## config.mk

```make
export PLATFORM = sky130hd
export DESIGN_NAME = lsu_data_memory
export DESIGN_NICKNAME = d
export VERILOG_FILES = /design/src/rtl/riscv_mem_pkg.sv /design/src/rtl/byte_lane_align.sv /design/src/rtl/lsu_data_memory.sv
export SDC_FILE = /design/constraint.sdc
export NUM_CORES = 2
export LEC_CHECK = 0
export ABC_CLOCK_PERIOD_IN_PS = 14650
export BUFFER_PORTS_ARGS = -buffer_cell sky130_fd_sc_hd__buf_2
export CORE_MARGIN = 3
export CORE_UTILIZATION = 40
export CTS_CLUSTER_SIZE = 24
export DETAILED_ROUTE_END_ITERATION = 8
export PLACE_DENSITY = 0.57
export SYNTH_ARGS = -nofsm -noshare
export SYNTH_HDL_FRONTEND = slang
export SYNTH_HIERARCHICAL = 1
export SYNTH_SLANG_ARGS = --single-unit
export TNS_END_PERCENT = 5
```

## constraint.sdc

```tcl
create_clock -name clk -period 14.65 [get_ports clk]
set_clock_uncertainty 0.2 [all_clocks]
set_input_delay 0 -clock clk [delete_from_list [all_inputs] [get_ports clk]]
set_output_delay 0 -clock clk [all_outputs]
set_load 0.1 [all_outputs]
```

## src/rtl/riscv_mem_pkg.sv

```systemverilog
// Shared definitions for the load/store data memory.
//   - RV32I load/store funct3 encodings
//   - FSM state type for the access sequencer
//   - legality check for a funct3 given load/store direction
package riscv_mem_pkg;

    localparam logic [2:0] F3_B  = 3'b000;
    localparam logic [2:0] F3_H  = 3'b001;
    localparam logic [2:0] F3_W  = 3'b010;
    localparam logic [2:0] F3_BU = 3'b100;
    localparam logic [2:0] F3_HU = 3'b101;

    typedef enum logic [1:0] {
        IDLE = 2'd0,
        WAIT = 2'd1,
        RESP = 2'd2
    } state_e;

    // Stores accept only B/H/W; loads additionally accept the unsigned forms.
    function automatic logic f3_legal(input logic we, input logic [2:0] f3);
        logic ok;
        ok = (f3 == F3_B) || (f3 == F3_H) || (f3 == F3_W);
        if (!we && ((f3 == F3_BU) || (f3 == F3_HU))) begin
            ok = 1'b1;
        end
        return ok;
    endfunction

endpackage

```

## src/rtl/byte_lane_align.sv

```systemverilog
// Combinational byte-lane steering for 32-bit sub-word accesses.
// Ports:
//   funct3_i   - load/store funct3
//   addr_lo_i  - byte offset within the word (addr[1:0])
//   wdata_i    - right-aligned store data
//   rword_i    - full memory word being read
//   be_o       - store byte enables
//   wdata_o    - store data replicated onto every lane
//   rdata_o    - selected load lane, sign- or zero-extended
module byte_lane_align
    import riscv_mem_pkg::*;
(
    input  logic [2:0]  funct3_i,
    input  logic [1:0]  addr_lo_i,
    input  logic [31:0] wdata_i,
    input  logic [31:0] rword_i,
    output logic [3:0]  be_o,
    output logic [31:0] wdata_o,
    output logic [31:0] rdata_o
);

    logic [31:0] shifted;

    // Size is carried in funct3[1:0]; replicating the data means the byte
    // enables alone pick the destination lane.
    always_comb begin
        be_o    = 4'b1111;
        wdata_o = wdata_i;
        case (funct3_i[1:0])
            2'b00: begin
                be_o    = 4'b0001 << addr_lo_i;
                wdata_o = {4{wdata_i[7:0]}};
            end
            2'b01: begin
                be_o    = addr_lo_i[1] ? 4'b1100 : 4'b0011;
                wdata_o = {2{wdata_i[15:0]}};
            end
            default: ;
        endcase
    end

    assign shifted = rword_i >> {addr_lo_i, 3'b000};

    always_comb begin
        rdata_o = rword_i;
        case (funct3_i)
            F3_B:    rdata_o = {{24{shifted[7]}}, shifted[7:0]};
            F3_BU:   rdata_o = {24'h0, shifted[7:0]};
            F3_H:    rdata_o = {{16{shifted[15]}}, shifted[15:0]};
            F3_HU:   rdata_o = {16'h0, shifted[15:0]};
            default: rdata_o = rword_i;
        endcase
    end

endmodule

```

## src/rtl/lsu_data_memory.sv

```systemverilog
// Handshaked data memory with RV32I sub-word loads/stores and a fixed
// configurable access latency.
// Ports:
//   clk, reset          - clock, synchronous active-high reset
//   req_valid/req_ready - request handshake (ready only in IDLE)
//   req_we              - 1 = store, 0 = load
//   req_funct3          - RV32I load/store funct3
//   req_addr            - byte address
//   req_wdata           - right-aligned store data
//   rsp_valid           - one-cycle response strobe
//   rsp_rdata           - extended load data, 0 for stores and errors
//   rsp_err             - misaligned / out of range / illegal funct3
//   busy                - sequencer not idle
module lsu_data_memory
    import riscv_mem_pkg::*;
#(
    parameter int XLEN        = 32,
    parameter int DEPTH_WORDS = 64,
    parameter int LATENCY     = 1
) (
    input  logic            clk,
    input  logic            reset,
    input  logic            req_valid,
    output logic            req_ready,
    input  logic            req_we,
    input  logic [2:0]      req_funct3,
    input  logic [XLEN-1:0] req_addr,
    input  logic [XLEN-1:0] req_wdata,
    output logic            rsp_valid,
    output logic [XLEN-1:0] rsp_rdata,
    output logic            rsp_err,
    output logic            busy
);

    localparam int         AW       = $clog2(DEPTH_WORDS);
    localparam logic [2:0] CNT_LAST = (LATENCY > 0) ? 3'(LATENCY - 1) : 3'd0;

    state_e            state_q, state_d;
    logic [2:0]        cnt_q, cnt_d;
    logic              we_q;
    logic [2:0]        f3_q;
    logic [XLEN-1:0]   addr_q, wdata_q;
    logic [XLEN-1:0]   rdata_q;
    logic              err_q;
    logic [XLEN-1:0]   mem_q [DEPTH_WORDS];

    logic              accept, enter_resp;
    logic              cur_we;
    logic [2:0]        cur_f3;
    logic [XLEN-1:0]   cur_addr, cur_wdata;
    logic              misaligned, out_of_range, acc_err;
    logic [AW-1:0]     word_idx;
    logic [3:0]        be;
    logic [XLEN-1:0]   wrep, ldata;

    assign accept = (state_q == IDLE) && req_valid;

    always_comb begin
        state_d = state_q;
        cnt_d   = 3'd0;
        case (state_q)
            IDLE: begin
                if (req_valid) begin
                    if (LATENCY > 0) state_d = WAIT;
                    else             state_d = RESP;
                end
            end
            WAIT: begin
                if (cnt_q == CNT_LAST) state_d = RESP;
                else                   cnt_d   = cnt_q + 3'd1;
            end
            RESP:    state_d = IDLE;
            default: state_d = IDLE;
        endcase
    end

    assign enter_resp = (state_q != RESP) && (state_d == RESP);

    // With zero latency the access completes on the accept edge, before the
    // capture registers hold the request, so the live inputs are used then.
    assign cur_we    = accept ? req_we     : we_q;
    assign cur_f3    = accept ? req_funct3 : f3_q;
    assign cur_addr  = accept ? req_addr   : addr_q;
    assign cur_wdata = accept ? req_wdata  : wdata_q;

    assign misaligned   = ((cur_f3[1:0] == 2'b01) && cur_addr[0]) ||
                          ((cur_f3[1:0] == 2'b10) && (cur_addr[1:0] != 2'b00));
    // Any set bit above the word index means the word is beyond DEPTH_WORDS.
    assign out_of_range = |cur_addr[XLEN-1:AW+2];
    assign acc_err      = !f3_legal(cur_we, cur_f3) || misaligned || out_of_range;
    assign word_idx     = cur_addr[AW+1:2];

    byte_lane_align u_align (
        .funct3_i  (cur_f3),
        .addr_lo_i (cur_addr[1:0]),
        .wdata_i   (cur_wdata),
        .rword_i   (mem_q[word_idx]),
        .be_o      (be),
        .wdata_o   (wrep),
        .rdata_o   (ldata)
    );

    always_ff @(posedge clk) begin
        if (reset) begin
            state_q <= IDLE;
            cnt_q   <= 3'd0;
            we_q    <= 1'b0;
            f3_q    <= 3'd0;
            addr_q  <= '0;
            wdata_q <= '0;
            rdata_q <= '0;
            err_q   <= 1'b0;
        end else begin
            state_q <= state_d;
            cnt_q   <= cnt_d;
            if (accept) begin
                we_q    <= req_we;
                f3_q    <= req_funct3;
                addr_q  <= req_addr;
                wdata_q <= req_wdata;
            end
            if (enter_resp) begin
                err_q   <= acc_err;
                rdata_q <= (acc_err || cur_we) ? '0 : ldata;
            end
        end
    end

    // Array is never cleared; a reset edge suppresses any pending commit.
    always_ff @(posedge clk) begin
        if (!reset && enter_resp && cur_we && !acc_err) begin
            for (int b = 0; b < 4; b++) begin
                if (be[b]) mem_q[word_idx][8*b +: 8] <= wrep[8*b +: 8];
            end
        end
    end

    assign req_ready = (state_q == IDLE);
    assign busy      = (state_q != IDLE);
    assign rsp_valid = (state_q == RESP);
    assign rsp_rdata = rdata_q;
    assign rsp_err   = err_q;

endmodule

```

==> reports/qor.txt <==
Worst-Margin Slew: 1400 ps
Clk pin slew, worst setup/hold paths: 70 ps
Yosys cell types: 55
Xor-xnor portion of the synthesized cell area: 0.00009175
I/O pin count: 107
Proportion of layout cells with a drive suffix above 1: 0.1468
Critical Path End Type: flop
Final setup margin: 7561 ps
Synthesized area: 0.09546 mm^2
# nets final: 6821
Root buf cell: clkbuf_16
Post-DP HPWL: 168500 um
Total gr overflow: 0
Post-synth top cells: 2048 x edfxtp_1, 716 x nand4b_1, 557 x clkbuf_1
Worst Setup Start Kind: flop
First-pass iteration count of the detailed router: 6
Synthesized area per cell: 14.39 um^2
Number of buffers inserted by port buffering: 106
Starting DRT DRC Count: 7487
Post-Syn Nets: 6708
Critical path type: flop to flop
Compound-gate portion of the synthesized area: 0.09849
Max IR drop VDD: 0.1498 mV
Deepest clock path buffer count: 3
Top-area cell type share of the netlist area: 0.6443
Setup total negative slack: 0 ps
Post-synthesis simple-gate area fraction: 0.1325
Async SR Flop Fraction: 0
Syn Inst Count: 6635
Starting Density: 0.4040
Die Wd: 494.5 um
CP delay by family, top: compound AO/OA/AOI/OAI gates
H-tree Lvls: 4
Endpoints failing setup: 0
Total GRT Usage: 0.2437
WL/cell: 30.43 um
Outcome: finished, final reports clean
Worst path cell trace: buf_4, or3b_2, mux2i_4, buf_12, buf_12, a2111oi_0, a31oi_1, nor4_1, o2111ai_1, mux2_2, a22oi_1, o21ai_0, a22oi_1, nor2_1
Pwr Density: 128.5 mW/mm^2
CTS tree: built
Core ar.: 0.2363 mm^2
Worst-path maximum fanout: 93
Total chip power: 14060 uW
Area growth from synthesis to layout: 14.61%
Fraction of the mapped netlist area in adder cells: 0.0002622
Gpl congestion: 0.8236
Clk Latency, worst-skew pair: 870 ps
Critical Path RT: 15170 ps
Via count: 65433
CP max stage delay: 1160 ps
Chip height: 494.5 um
Row count: 178
Number of synthesized flops with an enable pin: 2048
Ys flop type: edfxtp_1
Largest cells by area after synthesis: edfxtp_1 64%, nand4b_1 6.6%, mux2i_1 5.6%, a22oi_1 4.3%, dfxtp_1 2.2%
Hold Crit Class: input pin to flop
Post-synthesis mux area share: 0.06883
Max_slew headroom: 0.04234
Inserted Clock Buffers: 221
Vias/cell: 6.486
Pins Over Slew Limit: 0
First-pass GRT wire length: 449400 um
Largest family of logic cells by synthesized area: simple AND/OR/NAND/NOR gates
Synth Register Bits: 2154
MaxCap Viol Count: 0
Crit path arrival time: 7610 ps
Crit path buf inv count: 3
Post-route DRC violation count: 0
Post-CTS Setup Bufs: 0
Final core utilization: 0.4630
Slowest cell on the critical path: nor4_1
Place WS: 7769 ps
Most frequent cell after synthesis: edfxtp_1
Initial antenna violation count: 12
Post-route antenna net violation count: 0
Cell taking the most area after synthesis: edfxtp_1
Pleak: 0.03374 uW
Number of global-route vias before repair: 63506
RSZ-0062 raised after global routing: no
Sequential element share of the synthesized area: 0.6665
Synth Warn #: 6
FMAX: 141.1 MHz
Largest net degree at the start of global routing: 168
Clk sink count: 2154
Final worst path period share: 0.4839
Total wire length: 307000 um
Final Hold Viols: 0
Min Tclk post-route: 7089 ps
DIE AREA: 0.2445 mm^2
[kinds of logic (layout without fill, tap and decap cells)]
family	count (synthesis)	in the layout
AO/OA/AOI/OAI	1248	1248
XOR/XNOR	1	1
adder cells (fa/ha/maj)	2	2
buffers and inverters	778	1065
flip-flops	2154	2154
multiplexers	642	642
other	0	16
AND/OR/NAND/NOR	1810	1810
[metrics by stage]
stage,hold slack (ps),instances,area (um^2)
2_1_floorplan,-64.04,6635,95460
3_3_place_gp,56.41,9480,100300
3_5_place_dp,62.24,9480,100300
4_1_cts,34.16,10071,109300
5_1_grt,85.91,10081,109400
6_report,101.4,10088,109400
[path summary, 6_finish.rpt]
kind         startpoint           end  slack [ps]  cells after the start
max           addr_q[4]  rsp_rdata[5]        7560                     14
min               reset      cnt_q[1]         100                      4
max reg2reg   addr_q[4]  rsp_rdata[5]        7560                     14
min reg2reg    cnt_q[0]      cnt_q[0]         270                      1
[layout make-up]
cell class,instances,area [um^2]
clock buffer,263,5823
fill,20289,126900
clock inverter,134,1305
multi-input combinational,3703,29230
tap,3150,3941
inverter,12,45.04
sequential,2154,63630
antenna,16,40.04
timing repair buffer,656,5390
[registers in the layout, indices dropped and copies added (netlist names)]
name,flops
mem_q,2048
rsp_rdata,32
state_q,2
addr_q,32
cnt_q,3
wdata_q,32
we_q,1
f3_q,3
rsp_err,1
[routing by layer]
layer | GRT usage | wire length, um
met5 | 0 | 13
met1 | 0.3427 | 129000
met3 | 0.04030 | 23130
met2 | 0.3820 | 143800
met4 | 0.08668 | 11080
[repair_timing]
| item | in CTS | in global routing |
|---|---|---|
| resized for setup | 0 | 0 |
| endpoints found under the hold margin | 1023 | 0 |
| hold buffers | 194 | 0 |
[power by group]
group	internal [uW]	switching, uW	leakage, uW	total [uW]
Sequential	6900	16.7	0.0197	6920
Combinational	397	1100	0.0106	1490
Clock	3230	2410	0.00348	5650
[cells in the final DEF, fill, tap and decap left out, types with 38 or more instances in the layout]
cell and n:
buf_4 340, mux2_2 101, dlygate4sd3_1 194, a22oi_1 550
a21oi_1 83, nor3_2 48, nor4_1 42, buf_2 102
and3_1 38, nand2_1 163, nand4b_1 716, edfxtp_1 2048
clkinv_1 50, nor4b_1 102, a2111oi_0 190, mux2i_1 528
dfxtp_1 103, nor3_1 213, nand4_1 294, clkinv_2 39
a221oi_1 66, nor4bb_1 48, a31oi_1 178, a22o_1 64
clkbuf_16 225, nor2_1 71
[worst register-to-register path, stage by stage, from the launching register on]
cell and delay, ps:
dfxtp_4 840, buf_4 750, or3b_2 370, mux2i_4 90, buf_12 280, buf_12 360
a2111oi_0 1110, a31oi_1 230, nor4_1 1160, o2111ai_1 630, mux2_2 460, a22oi_1 120
o21ai_0 100, a22oi_1 200, nor2_1 50
Power figures use the tool's default switching activity.
